==> src/rtl/fnd_scan_receiver.sv <==
// Recovers a 4-digit decimal value from a multiplexed active-low 7-segment scan (fnd_com/fnd).
// Optional decimal-point capture is enabled by defining FND_SCAN_RECEIVER_DP_EN.
module fnd_scan_receiver #(
    parameter int unsigned STABLE_CYCLES = 4
) (
    input  logic        clk,
    input  logic        reset,
    input  logic [3:0]  fnd_com,
    input  logic [7:0]  fnd,
    output logic [13:0] o_value,
    output logic        o_valid,
    output logic        o_error,
    output logic [3:0]  o_dp
);

    localparam logic [7:0] LP_SMP_CNT = 8'(STABLE_CYCLES - 1);

    typedef enum logic [1:0] {
        WAIT_D0 = 2'd0,
        GOT_D0  = 2'd1,
        GOT_D1  = 2'd2,
        GOT_D2  = 2'd3
    } state_t;

    state_t      r_state;
    state_t      w_state_nxt;
    logic [3:0]  r_com;
    logic [7:0]  r_fnd;
    logic [7:0]  r_cnt;
    logic [3:0]  r_d0, r_d1, r_d2;
    logic [13:0] r_value;
    logic        r_valid;
    logic        r_error;

    logic        w_smp;
    logic        w_one_cold;
    logic [1:0]  w_pos;
    logic        w_dig_ok;
    logic [3:0]  w_dig;
    logic        w_cap;
    logic        w_load;
    logic        w_err;
    logic [13:0] w_value_nxt;

    // r_cnt is 0 in the first cycle a new registered pattern is visible
    always_ff @(posedge clk) begin
        if (reset) begin
            r_com <= 4'hF;
            r_fnd <= 8'hFF;
            r_cnt <= '0;
        end else begin
            r_com <= fnd_com;
            r_fnd <= fnd;
            if (fnd_com != r_com)
                r_cnt <= '0;
            else if (r_cnt != 8'hFF)
                r_cnt <= r_cnt + 8'd1;
        end
    end

    assign w_smp = (r_cnt == LP_SMP_CNT) && (r_com != 4'hF);

    always_comb begin
        w_one_cold = 1'b1;
        w_pos      = 2'd0;
        case (r_com)
            4'b1110: w_pos = 2'd0;
            4'b1101: w_pos = 2'd1;
            4'b1011: w_pos = 2'd2;
            4'b0111: w_pos = 2'd3;
            default: w_one_cold = 1'b0;
        endcase
    end

    always_comb begin
        w_dig_ok = 1'b1;
        w_dig    = 4'd0;
        case (r_fnd[6:0])
            7'h40:   w_dig = 4'd0;
            7'h79:   w_dig = 4'd1;
            7'h24:   w_dig = 4'd2;
            7'h30:   w_dig = 4'd3;
            7'h19:   w_dig = 4'd4;
            7'h12:   w_dig = 4'd5;
            7'h02:   w_dig = 4'd6;
            7'h78:   w_dig = 4'd7;
            7'h00:   w_dig = 4'd8;
            7'h10:   w_dig = 4'd9;
            default: w_dig_ok = 1'b0;
        endcase
    end

    always_ff @(posedge clk) begin
        if (reset)
            r_state <= WAIT_D0;
        else
            r_state <= w_state_nxt;
    end

    // While idle, only digit_1 is of interest; everything else is scan noise
    always_comb begin
        w_state_nxt = r_state;
        w_cap       = 1'b0;
        w_load      = 1'b0;
        w_err       = 1'b0;
        if (w_smp) begin
            case (r_state)
                WAIT_D0: begin
                    if (w_one_cold && w_pos == 2'd0) begin
                        if (w_dig_ok) begin
                            w_cap       = 1'b1;
                            w_state_nxt = GOT_D0;
                        end else begin
                            w_err = 1'b1;
                        end
                    end
                end
                GOT_D0: begin
                    if (w_one_cold && w_dig_ok && w_pos == 2'd1) begin
                        w_cap       = 1'b1;
                        w_state_nxt = GOT_D1;
                    end else begin
                        w_err       = 1'b1;
                        w_state_nxt = WAIT_D0;
                    end
                end
                GOT_D1: begin
                    if (w_one_cold && w_dig_ok && w_pos == 2'd2) begin
                        w_cap       = 1'b1;
                        w_state_nxt = GOT_D2;
                    end else begin
                        w_err       = 1'b1;
                        w_state_nxt = WAIT_D0;
                    end
                end
                GOT_D2: begin
                    w_state_nxt = WAIT_D0;
                    if (w_one_cold && w_dig_ok && w_pos == 2'd3)
                        w_load = 1'b1;
                    else
                        w_err = 1'b1;
                end
                default: w_state_nxt = WAIT_D0;
            endcase
        end
    end

    assign w_value_nxt = 14'(w_dig) * 14'd1000 + 14'(r_d2) * 14'd100
                       + 14'(r_d1) * 14'd10 + 14'(r_d0);

    always_ff @(posedge clk) begin
        if (reset) begin
            r_d0    <= '0;
            r_d1    <= '0;
            r_d2    <= '0;
            r_value <= '0;
            r_valid <= 1'b0;
            r_error <= 1'b0;
        end else begin
            r_valid <= w_load;
            r_error <= w_err;
            if (w_cap) begin
                case (w_pos)
                    2'd0:    r_d0 <= w_dig;
                    2'd1:    r_d1 <= w_dig;
                    2'd2:    r_d2 <= w_dig;
                    default: ;
                endcase
            end
            if (w_load)
                r_value <= w_value_nxt;
        end
    end

    assign o_value = r_value;
    assign o_valid = r_valid;
    assign o_error = r_error;

`ifdef FND_SCAN_RECEIVER_DP_EN
    logic [2:0] r_dp_cap;
    logic [3:0] r_dp;

    always_ff @(posedge clk) begin
        if (reset) begin
            r_dp_cap <= '0;
            r_dp     <= '0;
        end else begin
            if (w_cap) begin
                case (w_pos)
                    2'd0:    r_dp_cap[0] <= ~r_fnd[7];
                    2'd1:    r_dp_cap[1] <= ~r_fnd[7];
                    2'd2:    r_dp_cap[2] <= ~r_fnd[7];
                    default: ;
                endcase
            end
            if (w_load)
                r_dp <= {~r_fnd[7], r_dp_cap};
        end
    end

    assign o_dp = r_dp;
`else
    logic w_unused_dp;
    assign w_unused_dp = r_fnd[7];
    assign o_dp        = 4'd0;
`endif

endmodule

==> config.mk <==
export PLATFORM = sky130hd
export DESIGN_NAME = fnd_scan_receiver
export DESIGN_NICKNAME = d
export VERILOG_FILES = /design/src/rtl/fnd_scan_receiver.sv
export SDC_FILE = /design/constraint.sdc
export NUM_CORES = 1
export LEC_CHECK = 0
export ABC_CLOCK_PERIOD_IN_PS = 6500
export BUFFER_PORTS_ARGS = -buffer_cell sky130_fd_sc_hd__buf_2
export CAP_MARGIN = 20
export CORE_MARGIN = 4
export CORE_UTILIZATION = 28
export CTS_CLUSTER_SIZE = 24
export DETAILED_ROUTE_END_ITERATION = 6
export GPL_ROUTABILITY_DRIVEN = 0
export GPL_TIMING_DRIVEN = 0
export SLEW_MARGIN = 10
export SYNTH_ARGS = -nofsm -noshare
export SYNTH_HDL_FRONTEND = slang
export SYNTH_SLANG_ARGS = --single-unit
==> constraint.sdc <==
create_clock -name clk -period 6.5 [get_ports clk]
set_clock_uncertainty 0.1 [all_clocks]
set_input_delay 0.325 -clock clk [delete_from_list [all_inputs] [get_ports clk]]
set_output_delay 0.325 -clock clk [all_outputs]
set_load 0.02 [all_outputs]
==> impl_table.tex <==
\begin{tabular}{lr}
\hline
Metric & Value \\
\hline
\multicolumn{2}{l}{\textbf{Timing}} \\
\quad Slew HR & about 37\% \\
\quad Worst hold slack & 0.115 ns \\
\quad Final Hold Viols & 0 \\
\quad Transition time at the pin with the least slew margin & 0.942 ns \\
\quad Shortest period the worst path allows & 5.96 ns \\
\quad Final worst path period share & between 90\% and 100\% \\
\quad Pins Over Slew Limit & 0 \\
\quad Number of setup violations in the final report & 0 \\
\quad Top achievable clock speed & $\sim$170 MHz \\
\quad Unrepaired setup endpoints after global routing & false \\
\quad Total negative slack & 0 ns \\
\multicolumn{2}{l}{\textbf{Clock tree}} \\
\quad Total setup buffers inserted after CTS & 0 \\
\quad Clock Pin Slew Worst Setup and Hold Paths & about 0.07 ns \\
\quad Number of buffers added by the clock tree synthesis step & 5 \\
\quad Clock tree from TritonCTS & yes \\
\quad H-tree level count & 2 \\
\quad CTS Root Buffer Type & sky130\_fd\_sc\_hd\_\_clkbuf\_16 \\
\quad Number of gates resized after CTS & 0 \\
\quad Number of buffers on the longest clock path & 2 \\
\quad Later-pin clock latency in the skew report & between 0.2 and 0.3 ns \\
\quad Hold buffers post-CTS & 0 \\
\quad Number of sinks driven by the clock tree & around 50 \\
\multicolumn{2}{l}{\textbf{Outcome}} \\
\quad Outcome & completed \\
\multicolumn{2}{l}{\textbf{Critical path}} \\
\quad Required arrival time at the worst endpoint & 6.55 ns \\
\quad Cell with the largest stage delay on the worst path & sky130\_fd\_sc\_hd\_\_fa\_1 \\
\quad Stage delay of the slowest cell on the critical path & 0.70 ns \\
\quad Startpoint type of the worst setup path & register \\
\quad Most frequent CP cell & sky130\_fd\_sc\_hd\_\_ha\_1 \\
\quad Cell breakdown of the critical path & clkbuf\_1 -> nor3b\_1 -> o21ai\_0 -> o21ai\_1 -> buf\_2 -> fa\_1 -> fa\_1 -> ha\_1 -> nor2b\_1 -> o21ai\_0 -> nand2b\_1 -> xor2\_1 -> ha\_1 -> ha\_1 -> ha\_1 -> o21ai\_0 -> a211oi\_1 -> nor3\_1 -> nor3\_1 -> or3\_1 -> o311ai\_2 \\
\quad Class of the most critical setup path & register to register \\
\quad Sort of element at the end of the critical path & register \\
\quad Critical Path Fanout Max & 10 \\
\quad Data arrival time at the worst-slack endpoint & between 6 and 7 ns \\
\multicolumn{2}{l}{\textbf{Logic synthesis}} \\
\quad Post-synthesis cell count & 432 \\
\quad Netlist area before placement & 3860 um2 \\
\quad Top cell type's share of synthesized area & between 20 and 30\% \\
\quad Avg Cell Area, Syn & slightly below 9 um2 \\
\quad Most used flip-flop cell after synthesis & sky130\_fd\_sc\_hd\_\_dfxtp\_1 \\
\quad Yosys top cell by area & sky130\_fd\_sc\_hd\_\_dfxtp\_1 \\
\quad Synth Warn \# & 0 \\
\quad Share of flip-flops with an asynchronous set or reset & 0\% \\
\quad Portion of the post-synthesis area used by sequential elements & 25.4\% \\
\quad FF+latch count, synth & a little under 50 \\
\quad Post-synth EDFFs & 0 \\
\quad Number of library cell types mapped by synthesis & 57 \\
\quad Area contributors post-synth & sky130\_fd\_sc\_hd\_\_dfxtp\_1 (25\%), sky130\_fd\_sc\_hd\_\_ha\_1 (17\%), sky130\_fd\_sc\_hd\_\_fa\_1 (8.8\%) \\
\multicolumn{2}{l}{\textbf{Routing}} \\
\quad Total number of vias & 3162 \\
\quad Number of optimization iterations in the first detailed-route pass & 4 \\
\quad ANT nets after route & 0 \\
\quad Average detailed-routed wire length per instance & 13.5 um \\
\quad Violation count after the first detailed-route iteration & around 160 \\
\quad Drt total wl & approximately 8800 um \\
\quad Count of unresolved DRC violations after routing & 0 \\
\quad Number of vias per cell after detailed routing & $\sim$5 \\
\multicolumn{2}{l}{\textbf{Power and ir drop}} \\
\quad Leakage component of the power & between 2 and 2.5 nW \\
\quad Switching power summed over all nets & $\sim$0.15 mW \\
\quad Switching power as a share of total power & between 20\% and 30\% \\
\quad Relative contribution of combinational cells to total power & roughly 7.4\% \\
\quad Largest voltage drop on the vdd net & 91.8 uV \\
\quad Proportion of power drawn by the clock network & a little under half \\
\quad Sequential share of power & between 40\% and 50\% \\
\quad Power Internal & approximately 0.52 mW \\
\quad Power density over the cells & between 100 and 150 nW/um2 \\
\multicolumn{2}{l}{\textbf{Global route}} \\
\quad Largest net degree at the start of global routing & 15 \\
\quad Congestion Overflow GR & 0 \\
\quad Wire length of the first global-routing pass & 15000 um \\
\quad Vias in the first global route & around 3100 \\
\quad Number of antenna violations at the first check in global routing & 0 \\
\quad Total GRT Usage & approximately 11\% \\
\multicolumn{2}{l}{\textbf{Die}} \\
\quad Std cell rows & 42 \\
\quad Die Span Y & roughly 130 um \\
\quad Die Span X & 125 um \\
\quad Effective utilization at floorplan & between 20\% and 30\% \\
\quad Placeable Area & roughly 13000 um2 \\
\quad Number of ports placed on the die boundary & 34 \\
\quad DIE AREA & 15700 um2 \\
\multicolumn{2}{l}{\textbf{Layout}} \\
\quad Multi-input combinational cell area & $\sim$2700 um2 \\
\quad Share of post-route cells with drive strength above 1 & roughly 15\% \\
\quad Area grow syn2layout & 14.9\% \\
\quad Number of antenna diodes & 0 \\
\quad Post-Layout Inst Area & between 4000 and 5000 um2 \\
\quad Sequential cell area & 981 um2 \\
\quad Number of nets in the finished design & about 560 \\
\quad Final-layout fill cell count & around 1400 \\
\multicolumn{2}{l}{\textbf{Placed design}} \\
\quad Detailed-placement wirelength estimate & 6860 um \\
\quad Count of port buffers added during placement & 28 \\
\quad Placed cell areas & 4260 um2 \\
\multicolumn{2}{l}{\textbf{Run}} \\
\quad Max-cap violation count & 0 \\
\multicolumn{2}{l}{\textbf{Worst hold path}} \\
\quad Class of the tightest hold or removal check & input port to register \\
\hline
\end{tabular}
==> Yosys cell counts, drive strengths merged (11+ instances only) <==
master	number
nand3	12
inv	28
a21oi	24
dfxtp	49
or2	11
mux2i	12
o21ai	15
ha	52
fa	17
nor3	14
clkbuf	11
xnor2	15
nor2	41
nand2	27
==> worst max-delay path, delay by kind of cell, from the launching register on <==
| family | cells | cell delay (ns) |
|---|---|---|
| simple gates | 6 | 1.01 |
| compound gates | 6 | 1.10 |
| flops | 1 | 0.38 |
| xor+xnor | 1 | 0.16 |
| buf+inv | 2 | 0.57 |
| fa+ha+maj | 6 | 2.48 |
==> sequential cells by signal, summed over array words and instances (netlist names), 2 cells and up <==
| register | cells |
|---|---|
| o_value | 14 |
| r_cnt | 8 |
| r_com | 4 |
| r_d0 | 4 |
| r_d1 | 4 |
| r_d2 | 4 |
| r_fnd | 7 |
| r_state | 2 |
==> placed cells by master, fill, tap and decap left out, types with 4 or more instances in the layout <==
cell / n
sky130_fd_sc_hd__a211oi_1: 9
sky130_fd_sc_hd__a21o_1: 7
sky130_fd_sc_hd__a21oi_1: 24
sky130_fd_sc_hd__buf_2: 34
sky130_fd_sc_hd__buf_4: 6
sky130_fd_sc_hd__clkbuf_1: 12
sky130_fd_sc_hd__clkbuf_16: 5
sky130_fd_sc_hd__conb_1: 4
sky130_fd_sc_hd__dfxtp_1: 49
sky130_fd_sc_hd__fa_1: 17
sky130_fd_sc_hd__ha_1: 52
sky130_fd_sc_hd__inv_1: 28
sky130_fd_sc_hd__mux2i_1: 12
sky130_fd_sc_hd__nand2_1: 26
sky130_fd_sc_hd__nand2b_1: 6
sky130_fd_sc_hd__nand3_1: 12
sky130_fd_sc_hd__nand4_1: 5
sky130_fd_sc_hd__nand4b_1: 4
sky130_fd_sc_hd__nor2_1: 41
sky130_fd_sc_hd__nor2b_1: 4
sky130_fd_sc_hd__nor3_1: 14
sky130_fd_sc_hd__o21ai_0: 14
sky130_fd_sc_hd__or2_2: 11
sky130_fd_sc_hd__xnor2_1: 15
sky130_fd_sc_hd__xor2_1: 9
==> cell type report <==
| class | instances | area share (%) |
|---|---|---|
| multi-input combinational | 337 | 60.6 |
| sequential | 49 | 22.1 |
| tap | 176 | 4.96 |
| timing repair buffer | 31 | 3.61 |
| clock buffer | 7 | 3.22 |
| buffer | 21 | 2.43 |
| inverter | 28 | 2.37 |
| clock inverter | 1 | 0.677 |
==> metal layers <==
metal  GRT usage (%)  up-vias  part of all wire (%)
met4            3.76        0                   1.6
met2            19.8       53                    50
li1                -     1591                     -
met5               0        -                     0
met3            1.75       11                   3.6
met1            14.1     1507                    45
==> power groups by stage <==
stage          Combinational, mW  Sequential (mW)  Clock (mW)
2_1_floorplan             0.0356            0.313           0
3_3_place_gp              0.0473            0.314           0
3_5_place_dp              0.0492            0.314           0
4_1_cts                   0.0495            0.307       0.316
5_1_grt                   0.0548            0.308       0.326
6_report                  0.0493            0.307       0.308
==> final timing paths <==
kind	start	endpoint	slack (ns)	cells after the start
setup / recovery	r_fnd[2]$_SDFF_PP1_	o_value[13]$_SDFFE_PP0P_	0.54	21
hold reg to reg	o_value[1]$_SDFFE_PP0P_	o_value[1]$_SDFFE_PP0P_	0.35	2
setup reg to reg	r_fnd[2]$_SDFF_PP1_	o_value[13]$_SDFFE_PP0P_	0.54	21
hold / removal	fnd[5]	r_fnd[5]$_SDFF_PP1_	0.12	2
==> cell families after synthesis <==
group	after synthesis	synth area share, %
adders and majority gates	69	25.7
other	1	0.0972
DFF	49	25.4
muxes	12	3.11
xor gates and xnor gates	24	5.45
AOI/OAI and AO/OA	73	13.1
buffers and inverters	49	5.51
and+or+nand+nor	155	21.6
==> per-stage QoR <==
step | power [mW] | setup slack, ns | cells | util, %
3_5_place_dp | 0.363 | 0.0794 | 641 | 31.9
5_1_grt | 0.688 | 0.0226 | 650 | 33.2
6_report | 0.664 | 0.544 | 650 | 33.2
3_3_place_gp | 0.361 | -0.0215 | 639 | 31.7
2_1_floorplan | 0.349 | 0.906 | 435 | -
4_1_cts | 0.672 | 0.0366 | 649 | 33.2
Power figures use the tool's default switching activity.
